$ cat src/rtl/icache_refill_ctrl.sv
// Instruction-cache line refill sequencer: one outstanding L2 line read at a time.
// Streams in-order response beats to the data array and tracks snoops that hit the pending line.
module icache_refill_ctrl #(
    parameter int LA_W   = 33,
    parameter int DATA_W = 128,
    parameter int BEATS  = 4,
    parameter int ID_W   = 4
) (
    input  logic                       clk,
    input  logic                       reset,
    input  logic                       miss_valid,
    output logic                       miss_retry,
    input  logic [LA_W-1:0]            miss_laddr,
    output logic                       l2req_valid,
    input  logic                       l2req_retry,
    output logic [LA_W-1:0]            l2req_laddr,
    output logic [ID_W-1:0]            l2req_id,
    input  logic                       l2rsp_valid,
    output logic                       l2rsp_retry,
    input  logic [ID_W-1:0]            l2rsp_id,
    input  logic [DATA_W-1:0]          l2rsp_data,
    output logic                       fill_valid,
    output logic [LA_W-1:0]            fill_laddr,
    output logic [$clog2(BEATS)-1:0]   fill_beat,
    output logic [DATA_W-1:0]          fill_data,
    output logic                       done_valid,
    output logic [LA_W-1:0]            done_laddr,
    output logic                       done_install,
    input  logic                       snoop_valid,
    input  logic [LA_W-1:0]            snoop_laddr,
    output logic                       err_stray
);

    localparam int CNT_W = $clog2(BEATS);

    typedef enum logic [1:0] {
        S_IDLE,
        S_REQ,
        S_WAIT,
        S_DONE
    } state_t;

    state_t            state;
    state_t            state_nxt;
    logic [LA_W-1:0]   pend_laddr;
    logic [ID_W-1:0]   cur_id;
    logic [CNT_W-1:0]  beat_cnt;
    logic              poison;
    logic              miss_accept;
    logic              beat_accept;
    logic              last_beat;
    logic              snoop_hit;

    assign l2rsp_retry = 1'b0;
    assign beat_accept = (state == S_WAIT) && l2rsp_valid && (l2rsp_id == cur_id);
    assign last_beat   = beat_accept && (beat_cnt == CNT_W'(BEATS - 1));
    // A snoop only matters while a refill owns pend_laddr.
    assign snoop_hit   = snoop_valid && (snoop_laddr == pend_laddr) && (state != S_IDLE);

    // NOTE: sequential state uses non-blocking assignments so every register samples pre-edge values.
    always_ff @(posedge clk or posedge reset) begin
        if (reset) begin
            state <= S_IDLE;
        end else begin
            state <= state_nxt;
        end
    end

    // NOTE: every output and next-state signal gets a default first so no latch is inferred.
    always_comb begin
        state_nxt    = state;
        miss_accept  = 1'b0;
        miss_retry   = 1'b1;
        l2req_valid  = 1'b0;
        l2req_laddr  = '0;
        l2req_id     = '0;
        done_valid   = 1'b0;
        done_laddr   = '0;
        done_install = 1'b0;
        case (state)
            S_IDLE: begin
                miss_retry = 1'b0;
                if (miss_valid) begin
                    miss_accept = 1'b1;
                    state_nxt   = S_REQ;
                end
            end
            S_REQ: begin
                l2req_valid = 1'b1;
                l2req_laddr = pend_laddr;
                l2req_id    = cur_id;
                if (!l2req_retry) begin
                    state_nxt = S_WAIT;
                end
            end
            S_WAIT: begin
                if (last_beat) begin
                    state_nxt = S_DONE;
                end
            end
            S_DONE: begin
                done_valid   = 1'b1;
                done_laddr   = pend_laddr;
                // A snoop landing in this very cycle must also block the install.
                done_install = !poison && !snoop_hit;
                state_nxt    = S_IDLE;
            end
            default: state_nxt = S_IDLE;
        endcase
    end

    always_ff @(posedge clk or posedge reset) begin
        if (reset) begin
            pend_laddr <= '0;
            cur_id     <= '0;
            beat_cnt   <= '0;
            poison     <= 1'b0;
            fill_valid <= 1'b0;
            fill_laddr <= '0;
            fill_beat  <= '0;
            fill_data  <= '0;
            err_stray  <= 1'b0;
        end else begin
            // Suppress the fill when the line was poisoned at or before this acceptance.
            fill_valid <= beat_accept && !poison && !snoop_hit;
            err_stray  <= l2rsp_valid && !beat_accept;

            if (miss_accept) begin
                pend_laddr <= miss_laddr;
                beat_cnt   <= '0;
                poison     <= 1'b0;
            end else if (snoop_hit) begin
                poison <= 1'b1;
            end

            if (beat_accept) begin
                beat_cnt   <= beat_cnt + 1'b1;
                fill_beat  <= beat_cnt;
                fill_data  <= l2rsp_data;
                fill_laddr <= pend_laddr;
            end

            if (last_beat) begin
                cur_id <= cur_id + 1'b1;
            end
        end
    end

endmodule

$ cat config.mk
export PLATFORM = sky130hd
export DESIGN_NAME = icache_refill_ctrl
export DESIGN_NICKNAME = d
export VERILOG_FILES = /design/src/rtl/icache_refill_ctrl.sv
export SDC_FILE = /design/constraint.sdc
export NUM_CORES = 1
export LEC_CHECK = 0
export ABC_CLOCK_PERIOD_IN_PS = 13800
export BUFFER_PORTS_ARGS = -buffer_cell sky130_fd_sc_hd__clkbuf_2
export CAP_MARGIN = 10
export CORE_ASPECT_RATIO = 0.9
export CORE_MARGIN = 5
export CORE_UTILIZATION = 25
export CTS_CLUSTER_DIAMETER = 60
export DETAILED_ROUTE_END_ITERATION = 8
export PLACE_DENSITY = 0.52
export RECOVER_POWER = 50
export SLEW_MARGIN = 20
export SYNTH_ARGS = -nofsm -noshare
export SYNTH_HDL_FRONTEND = slang
export SYNTH_SLANG_ARGS = --single-unit
$ cat constraint.sdc
create_clock -name clk -period 13.8 [get_ports clk]
set_input_delay 2.07 -clock clk [delete_from_list [all_inputs] [get_ports clk]]
set_output_delay 2.07 -clock clk [all_outputs]
set_load 0.01 [all_outputs]
Word-level counts from Yosys, hierarchy flattened
Index checks and enable logic that the tools add are counted.

storage, ports and cells
  register bits = 207
  latch bits = 0
  memory bits (writable) = 0
  memory bits (read-only) = 0
  input bits = 204
  memories = 0

cells by class
  add/sub/neg operators = 2
  multipliers = 0
  divide/modulo/power cells = 0
  $lt $le $gt $ge = 0
  equality and inequality tests = 9
  shift-type cells = 0
  mux-type cells = 17
  bitwise operators = 0
  reduce and logical (&&, ||, !) cells = 17

operators by type and width
  operator               number
  $mux W33               2
  $eq A33 B33 Y1         1
  $mux W2                5
  $logic_and A1 B1 Y1    9
  $mux W1                8
  $pmux W2 S4            1
  $eq A2 B2 Y1 const B   3
  $ne A2 B2 Y1 const B   3
  $reduce_bool A2 Y1     3
  $add A4 B1 Y4 const B  1
  $eq A4 B4 Y1           1
  $mux W4                1
  $logic_not A1 Y1       3
  $reduce_and A3 Y1      1
  $add A2 B1 Y2 const B  1
  $eq A2 B1 Y1 const B   1
  $logic_not A2 Y1       1

Depth between registers and ports, before layout
Gate-level depths: netlist of run 1.

  word-level depth = 6
  depth in mapped cells = 10
  mapped depth without buffers = 7

Least setup slack after synthesis of run 1
Ideal clock, no wire load.

  path kind = input to output
  start point = input snoop_laddr[29]
  end point = output done_install
  data arrival time = 2.912 ns
  required time = 11.730 ns
  path slack = 8.818 ns
  cell stages on the path = 5
  buffers on the path = 0
  path through = xnor2_1 nand4_1 nor4_1 a41oi_1 and2_1

between the ends
  word-level cells in the longest chain between the ends = 6

ends and longest elaborated chain
  element                            RTL line  text
  start, declared                    30        input logic [LA_W-1:0] snoop_laddr,
  $eq A33 B33 Y1                     58        assign snoop_hit = snoop_valid && (snoop_laddr == pend_laddr) && (state != S_IDLE);
  $logic_and A1 B1 Y1 (2 in series)  58
  $logic_not A1 Y1                   105       done_install = !poison && !snoop_hit;
  $logic_and A1 B1 Y1                105
  $mux W1                            80        case (state)
  end, declared                      28        output logic done_install,

Every way passes these cells.

==> qor.txt, run 1 <==
Status - finished with violations
Failing checks - max-capacitance violations, max-slew violations
Via density - 4.19
Slew margin rel. - -145%
R2R Path Start - state[0]$_DFFE_PP0P_
Ys async rst share - 100%
Pin count of the biggest net entering global routing - 104
First-pass GRT wire length - 47.8 mm
Share of the yosys chip area belonging to registers - 59.2%
Cells after Synth - 941
Final Max Tran Viols - 248
Post-Syn Area - 0.00875 mm2
Most common cell in the netlist - nand2_1
Max-capacitance violation count - 4
Core area - 0.0348 mm2
Grt total ovfl - 0
CP required - 13.58 ns
Drt wl/cell - 16.5 um
XOR/XNOR Fraction of Synth Area - 3.60%
Synthesized Nets - 1,151
CP peak stage delay - 2.70 ns
PwrDens - 220 mW/mm2
Starting DRT DRC Count - 423
Setup Buffers After CTS - 0
Critical Path End Type - asynchronous set/reset pin
Slew @ Worst Pin - 3.67 ns
Slowest-stage cell, CP - clkbuf_1
Die area - 0.0389 mm2
Post-synth EDFFs - 0
Synth cell types - 27
Critical Path AT - 6.82 ns
Synth cell count leaders - nand2_1, dfrtp_1, and2_1, mux2_2, xnor2_1
Fmax - 142 MHz
CP Buf/Inv Count - 3
Adder-cell share of the synthesized area - 0.858%
Crit. Startpoint - reset
Mux cell area share after synthesis - 4.50%
Yosys reg bits - 207
Root buffer cell - clkbuf_16
Maximum clock path buffer count - 3
Antenna violations before repair - 0
Antenna diode count - 0
RSZ-0062 raised after global routing - no
Gp weighted congestion - 0.869
CP startpoint kind - input pin
Final min period - 7.04 ns
Synth area leader - dfrtp_1
Post-route DRC violation count - 0
Top cell type's share of synthesized area - 59.2%
Hold Buf Count CTS - 0
Worst Hold Class - flop to flop
Crit Path Class - input pin to asynchronous set/reset pin
Kind of cell adding the most delay to the critical path - buffers and inverters
CTS Sinks - 207
Peak VDD IR - 0.0853 mV
Clock skew - 0.00684 ns
Setup TNS - 0 ns
Drt pass-1 iters - 4
Synth-to-Final Area Change - 38.1%
H-tree depth - 1
Starting Density - 25.1%
Worst-skew pair later-pin latency - 0.52 ns
Die width - 207 um
Largest cells by area after synthesis - dfrtp_1, nand2_1, and2_1
Setup Viol. Count Final - 0
Die height - 188 um
Worst hold margin - 0.472 ns
Finished Layout Cells - 1,858
Avg Cell Area, Syn - 9.30 um2
Most used DFF post-synth - dfrtp_1
Fin. Hold Viols - 0
Simple-gate share of the synthesized area - 27.8%
Yosys warnings - 0
TritonCTS Buffers - 26
Fin crit share - 51.0%
Placed cell count - 1,810
Row count - 65
Leakage - 6.63 nW
PostCTS Resize Cnt - 0
Worst hold start - fill_data[8]$_DFFE_PP0P_
Critical Path Fanout Max - 74
Fin nets - 1,579
Main combinational cell family by area after synthesis - simple AND/OR/NAND/NOR gates
DRT antenna net count - 0
IO Port Bufs - 442
Routed vias - 7,787
CP cell instances - clkbuf_2, clkinvlp_2, clkbuf_1
PnR worst setup slack - 6.76 ns
Post-DP HPWL - 22.6 mm
Vias in the first global route - 8,088
Post-synthesis compound-gate area fraction - 0.872%
Share of cells above drive strength 1 - 29.8%
Reg clk slew, reported paths - 0.06 ns
Routed wire length - 30.6 mm
CTS tree - done
Global Route Usage Sum - 15.2%
Num ports - 444
DP Worst Slack - 8.12 ns
## sequential cells by signal (all words and copies together) (netlist names)
signal and count:
fill_data 128, fill_laddr 33, pend_laddr 33, cur_id 4
beat_cnt 2, fill_beat 2, state 2, err_stray 1
fill_valid 1, poison 1
## worst paths after layout
kind                       slack (ns)                   endpoint  cells past startpoint
min in group asynchronous        2.52  fill_data[64]$_DFFE_PP0P_                      2
max in group clk                 8.16               done_install                      7
min                              0.47   fill_data[8]$_DFFE_PP0P_                      2
max                              6.76  fill_data[93]$_DFFE_PP0P_                      3
max reg2reg                     10.59    beat_cnt[0]$_DFFE_PP0P_                      8
min reg2reg                      0.47   fill_data[8]$_DFFE_PP0P_                      2
## through the flow
stage | power, mW | area, um2 | util [%]
finish | 2.65 | 12100 | 34.7
global route | 2.84 | 12100 | 34.7
CTS | 2.74 | 12200 | 35.2
detailed placement | 2.05 | 11400 | 32.7
global placement | 2.03 | 11400 | 32.7
floorplan | 1.54 | 8750 | -
## placed cells by master (no fill, tap or decap)
cell type     n
buf_4         3
ha_2          1
clkinv_2      7
clkinvlp_4    1
nand3_1       4
a2111oi_2     1
clkinvlp_2    1
a2bb2oi_1     1
a222oi_1      1
nor2_1        3
clkbuf_2    323
nor4_1        1
a21oi_1       3
inv_6         1
nand4_1       8
inv_1         7
clkbuf_16    27
and2_1       73
a41oi_1       1
inv_2         1
mux2_2       35
xor2_1        1
and3_4        1
ha_1          5
inv_8         2
clkbuf_1    123
xnor2_1      35
buf_6         1
o2111ai_1     1
o21ai_0       2
nand2_1     495
nand3_4       1
conb_1        1
clkbuf_8      8
nor3_1        1
nor2b_1       2
dfrtp_1     207
## logic make-up (layout without fill, tap and decap cells)
| logic type | Yosys count | in the layout |
|---|---|---|
| DFF | 207 | 207 |
| other | 1 | 1 |
| AOI/OAI and AO/OA | 10 | 10 |
| adders and majority gates | 6 | 6 |
| xor gates and xnor gates | 36 | 36 |
| buffers and inverters | 57 | 505 |
| muxes | 35 | 35 |
| and+or+nand+nor | 589 | 589 |
## layout make-up
class | count | area, um2
Multi-Input combinational cell | 677 | 3320
Sequential cell | 207 | 5180
Clock buffer | 37 | 793
Inverter | 9 | 35.0
Tap cell | 469 | 587
Timing Repair Buffer | 448 | 2100
Fill cell | 3748 | 22700
Clock inverter | 11 | 73.8
## tightest hold or removal path: stages (launching register included)
cell	delay, ns
dfrtp_1	0.34
nand2_1	0.05
nand2_1	0.05
## routing by layer
| layer | vias up | routed length [um] | track usage (%) |
|---|---|---|---|
| li1 | 3754 | - | - |
| met3 | 64 | 2410 | 4.38 |
| met2 | 320 | 13900 | 24.2 |
| met4 | 0 | 1220 | 5.42 |
| met1 | 3649 | 13100 | 19.7 |
| met5 | - | 0 | 0 |
## where the power goes
group | switching, mW | internal (mW) | total, mW
clock | 0.270 | 0.402 | 0.671
combinational | 0.525 | 0.372 | 0.897
sequential | 0.215 | 0.870 | 1.09
Power figures use the tool's default switching activity.
==> run 2, diff against run 1 <==
ABC_CLOCK_PERIOD_IN_PS = 7000   (was 13800)
clock period = 7 ns   (was 13.8 ns; I/O delays follow)
==> run 2 against run 1 <==
  * The run still ends with max-capacitance violations, max-slew violations left
  * Sequential power grew 95%
  * Wire length shrank 0.20%
  * Die area is the same
  * Flip-flop and latch count is the same
  * First-iteration DRC count shrank 0.95%
==> qor.txt, run 2 (synthesized netlist as in run 1, its figures left out) <==
Grt total ovfl - 0
Num ports - 444
Most frequent cells in the layout - nand2_1, clkbuf_2, dfrtp_1
Drt pass-1 iters - 4
Reg clk slew, reported paths - 0.06 ns
Synth-to-Final Area Change - 38.6%
Hold depth - 2
Fin crit share - 54.0%
Worst Hold Class - flop to flop
Fmax - 265 MHz
Most frequent CP cell - inv_1
Max reg flops - 128
Fin. Hold Viols - 0
Worst-skew pair later-pin latency - 0.54 ns
Vias in the first global route - 8,085
PnR worst setup slack - 3.22 ns
Biggest register - fill_data
Setup Buffers After CTS - 0
Die width - 207 um
Seq pwr share - 40.2%
CP peak stage delay - 0.44 ns
Clock skew - 0.00987 ns
# fillers - 3,772
Post-DP HPWL - 22.2 mm
Post-route cell area - 0.0121 mm2
PostCTS Resize Cnt - 0
Pin count of the biggest net entering global routing - 124
CP cell instances - inv_1, ha_1, inv_1, o2111ai_1, nor4_1, a41oi_1, and2_1, clkbuf_2
Root buffer cell - clkbuf_16
Starting Density - 25.1%
Crit Path Class - flop to primary output
Slowest-stage cell, CP - nor4_1
Slew margin rel. - -30.3%
Leakage - 6.52 nW
H-tree depth - 1
Via density - 4.14
Max-capacitance violation count - 2
Die height - 188 um
Gp weighted congestion - 0.829
CTS tree - done
Crit path depth - 8
Largest regs - fill_data x128, fill_laddr x33, pend_laddr x33
R2r worst-path depth - 8
Slew @ Worst Pin - 1.95 ns
Critical Path AT - 2.73 ns
Setup Viol. Count Final - 0
Status - finished with violations
Critical Path End Type - primary output
Failing checks - max-capacitance violations, max-slew violations
Core area - 0.0348 mm2
Maximum clock path buffer count - 3
Worst hold margin - 0.471 ns
Hold Buf Count CTS - 0
Comb power frac - 32.9%
CP Buf/Inv Count - 3
Post-route DRC violation count - 0
Sw power - 2.01 mW
Area of the multi-input gates - 0.00331 mm2
PwrDens - 436 mW/mm2
CTS Sinks - 207
CP required - 5.95 ns
Peak VDD IR - 0.186 mV
Critical Path Fanout Max - 4
TritonCTS Buffers - 29
DRT antenna net count - 0
Die area - 0.0389 mm2
Final Max Tran Viols - 73
First-pass GRT wire length - 47.8 mm
Global Route Usage Sum - 15.2%
Final min period - 3.78 ns
DP Worst Slack - 3.11 ns
Post-DP Area - 0.0114 mm2
Starting DRT DRC Count - 419
Kind of cell adding the most delay to the critical path - simple AND/OR/NAND/NOR gates
IO Port Bufs - 442
Routed vias - 7,723
Row count - 65
Antenna violations before repair - 0
CP startpoint kind - flop
Clock share of power - 26.9%
Net Sw Frac - 37.9%
Fin nets - 1,583
Int Power - 3.28 mW
RSZ-0062 raised after global routing - no
Most common cell after layout, fill and taps aside - nand2_1
Register area - 0.00518 mm2
Share of cells above drive strength 1 - 26.6%
Routed wire length - 30.5 mm
Setup TNS - 0 ns
Drt wl/cell - 16.4 um
==> run 2: final timing paths <==
kind / start / endpoint / slack (ns)
max: state[0]$_DFFE_PP0P_ / done_install / 3.22
min: fill_data[100]$_DFFE_PP0P_ / fill_data[100]$_DFFE_PP0P_ / 0.47
max reg2reg: state[0]$_DFFE_PP0P_ / beat_cnt[0]$_DFFE_PP0P_ / 3.36
min reg2reg: fill_data[100]$_DFFE_PP0P_ / fill_data[100]$_DFFE_PP0P_ / 0.47
max in group asynchronous: reset / fill_data[49]$_DFFE_PP0P_ / 3.90
min in group asynchronous: reset / fill_data[35]$_DFFE_PP0P_ / 0.72
==> run 2: metrics by stage <==
stage	power, mW	utilization, %	cells
after floorplan	3.03	-	941
after global placement	4.00	32.7	1810
after detailed placement	4.02	32.7	1810
after CTS	5.48	35.4	1861
after global routing	5.67	34.8	1862
final	5.29	34.8	1864
==> run 2: final cells by class <==
type | count | share of cell area [%]
multi-input combinational | 677 | 27.3
clock inverter | 14 | 1.03
antenna | 2 | 0.0413
timing repair buffer | 449 | 17.1
inverter | 9 | 0.340
tap | 469 | 4.84
sequential | 207 | 42.7
clock buffer | 37 | 6.73
==> run 2: worst reg2reg max path, delay by kind of cell (launching register included) <==
family,cells,cell delay [ns]
AO/OA/AOI/OAI,2,1.11
adder cells (fa/ha/maj),1,0.19
buffers and inverters,2,0.71
flip-flops,1,0.42
AND/OR/NAND/NOR,3,1.08
==> run 2: power groups by stage <==
stage / registers (mW) / clock network [mW] / logic [mW]
after floorplan: 2.24 / 0 / 0.796
after global placement: 2.13 / 0 / 1.86
after detailed placement: 2.15 / 0 / 1.87
after CTS: 2.13 / 1.47 / 1.88
after global routing: 2.21 / 1.52 / 1.95
final: 2.13 / 1.42 / 1.74
==> run 2: routing by layer <==
layer	wire length (um)	part of all wire, %	GRT usage, %
met1	13400	44	19.9
met2	13600	45	23.9
met3	2620	8.6	5.19
met4	944	3.1	4.35
met5	0	0	0
==> run 3, diff against run 2 <==
ABC_CLOCK_PERIOD_IN_PS = 3800   (was 7000)
clock period = 3.8 ns   (was 7 ns; I/O delays follow)
==> run 3 against run 2 <==
  * The flow still finishes with violations (max-capacitance violations, max-slew violations)
  * Flip-flop and latch count stayed put
  * Setup slack got worse by 2.8 ns
  * Non-clock buffer count shrank 2
  * Combinational power increased by 86%
  * Critical path depth unchanged
  * Largest power group unchanged
  * Final cell count shrank 0.43%
  * Core utilization barely moved
  * Via count grew 0.12%
  * Clock skew is 0.0064 ns higher
==> qor.txt, run 3 (synthesized netlist as in run 1, its figures left out) <==
Status - finished with violations
Failing checks - max-capacitance violations, max-slew violations
CP startpoint kind - flop
RSZ-0062 raised after global routing - no
CTS Sinks - 207
Hold depth - 3
Share of cells above drive strength 1 - 29.7%
Reg clk slew, reported paths - 0.06 ns
Setup TNS - 0 ns
CP cell instances - inv_1, ha_1, inv_1, o2111ai_1, nor4_1, a41oi_1, and2_1, clkbuf_2
Most common cell after layout, fill and taps aside - nand2_1
Largest regs - fill_data x128, fill_laddr x33, pend_laddr x33
Fin crit share - 87.6%
Critical Path Fanout Max - 4
Die width - 207 um
Grt total ovfl - 0
Slew @ Worst Pin - 2.24 ns
Peak VDD IR - 0.351 mV
Synth-to-Final Area Change - 38.6%
Slowest-stage cell, CP - nor4_1
Critical Path End Type - primary output
Antenna violations before repair - 0
Post-DP HPWL - 22.2 mm
Biggest register - fill_data
First-pass GRT wire length - 47.8 mm
Final min period - 3.33 ns
PostCTS Resize Cnt - 0
Via density - 4.17
DRT antenna net count - 0
Post-route DRC violation count - 0
Die height - 188 um
Core area - 0.0348 mm2
Max reg flops - 128
Fin nets - 1,578
CP peak stage delay - 0.49 ns
Post-route cell area - 0.0121 mm2
Worst Hold Class - input pin to flop
Fin. Hold Viols - 0
Setup Buffers After CTS - 0
TritonCTS Buffers - 26
Routed vias - 7,732
Num ports - 444
Crit Path Class - flop to primary output
Drt wl/cell - 16.4 um
Critical Path AT - 2.76 ns
IO Port Bufs - 442
Worst-skew pair later-pin latency - 0.54 ns
Starting Density - 25.1%
Fmax - 301 MHz
Die area - 0.0389 mm2
H-tree depth - 1
Gp weighted congestion - 0.847
Global Route Usage Sum - 15.1%
Maximum clock path buffer count - 3
Most frequent CP cell - inv_1
Setup Viol. Count Final - 0
CTS tree - done
Drt pass-1 iters - 5
Slew margin rel. - -49.0%
Vias in the first global route - 7,998
Leakage - 6.64 nW
Starting DRT DRC Count - 544
Clock skew - 0.0163 ns
Final Max Tran Viols - 99
Root buffer cell - clkbuf_16
Pin count of the biggest net entering global routing - 144
Routed wire length - 30.4 mm
Most frequent cells in the layout - nand2_1, clkbuf_2, dfrtp_1
Max-capacitance violation count - 1
Row count - 65
Hold Buf Count CTS - 0
Post-DP Area - 0.0114 mm2
Antenna diode count - 0
CP required - 3.23 ns
PwrDens - 793 mW/mm2
R2r worst-path depth - 8
[run 3: cell count changes in the layout (fill, tap and decap cells not counted), sizes merged]
cell and delta:
diode -2, buf -1, inv -2, clkinv -3, clkinvlp -1, clkbuf +1
[run 3: worst paths after layout]
kind / startpoint / endpoint / slack [ns]
worst max-delay path: state[0]$_DFFE_PP0P_ / done_install / 0.47
worst min-delay path: l2rsp_data[114] / fill_data[114]$_DFFE_PP0P_ / 0.21
worst max register to register: state[0]$_DFFE_PP0P_ / fill_laddr[32]$_DFFE_PP0P_ / 1.20
worst min register to register: fill_data[37]$_DFFE_PP0P_ / fill_data[37]$_DFFE_PP0P_ / 0.47
max in group asynchronous: reset / pend_laddr[6]$_DFFE_PP0P_ / 0.84
min in group asynchronous: reset / fill_data[45]$_DFFE_PP0P_ / 0.22
[run 3: power breakdown]
group | total [mW] | internal (mW) | switching (mW)
clock network | 2.46 | 1.48 | 0.989
logic | 3.24 | 1.35 | 1.89
registers | 3.93 | 3.16 | 0.767
[run 3: layout make-up]
| cell class | instances | area (um2) |
|---|---|---|
| Fill cell | 3741 | 22700 |
| Sequential cell | 207 | 5180 |
| Multi-Input combinational cell | 677 | 3320 |
| Timing Repair Buffer | 447 | 2150 |
| Clock buffer | 39 | 769 |
| Tap cell | 469 | 587 |
| Clock inverter | 8 | 93.8 |
| Inverter | 9 | 35.0 |
[run 3: per-layer routing]
metal | part of all wire (%) | GRT usage, %
met5 | 0 | 0
met4 | 2.7 | 3.74
met3 | 7.7 | 4.60
met2 | 46 | 24.3
met1 | 44 | 20.0
[run 3: metrics by stage]
stage | worst slack (ns) | std cells | hold slack [ns] | power [mW] | utilization, %
6_report | 0.473 | 1856 | 0.212 | 9.63 | 34.9
5_1_grt | 0.214 | 1856 | 0.177 | 10.4 | 34.9
4_1_cts | 0.414 | 1856 | 0.0625 | 9.97 | 35.3
3_5_place_dp | 0.965 | 1809 | 0.461 | 7.41 | 32.8
3_3_place_gp | 0.947 | 1809 | 0.457 | 7.37 | 32.8
2_1_floorplan | 0.544 | 941 | 0.463 | 5.59 | -
[run 3: critical path, delay by kind of cell, from the launching register on]
| kind | cells | cell delay (ns) |
|---|---|---|
| compound gates | 2 | 0.43 |
| simple gates | 2 | 0.72 |
| flops | 1 | 0.40 |
| fa+ha+maj | 1 | 0.28 |
| buf+inv | 3 | 0.40 |
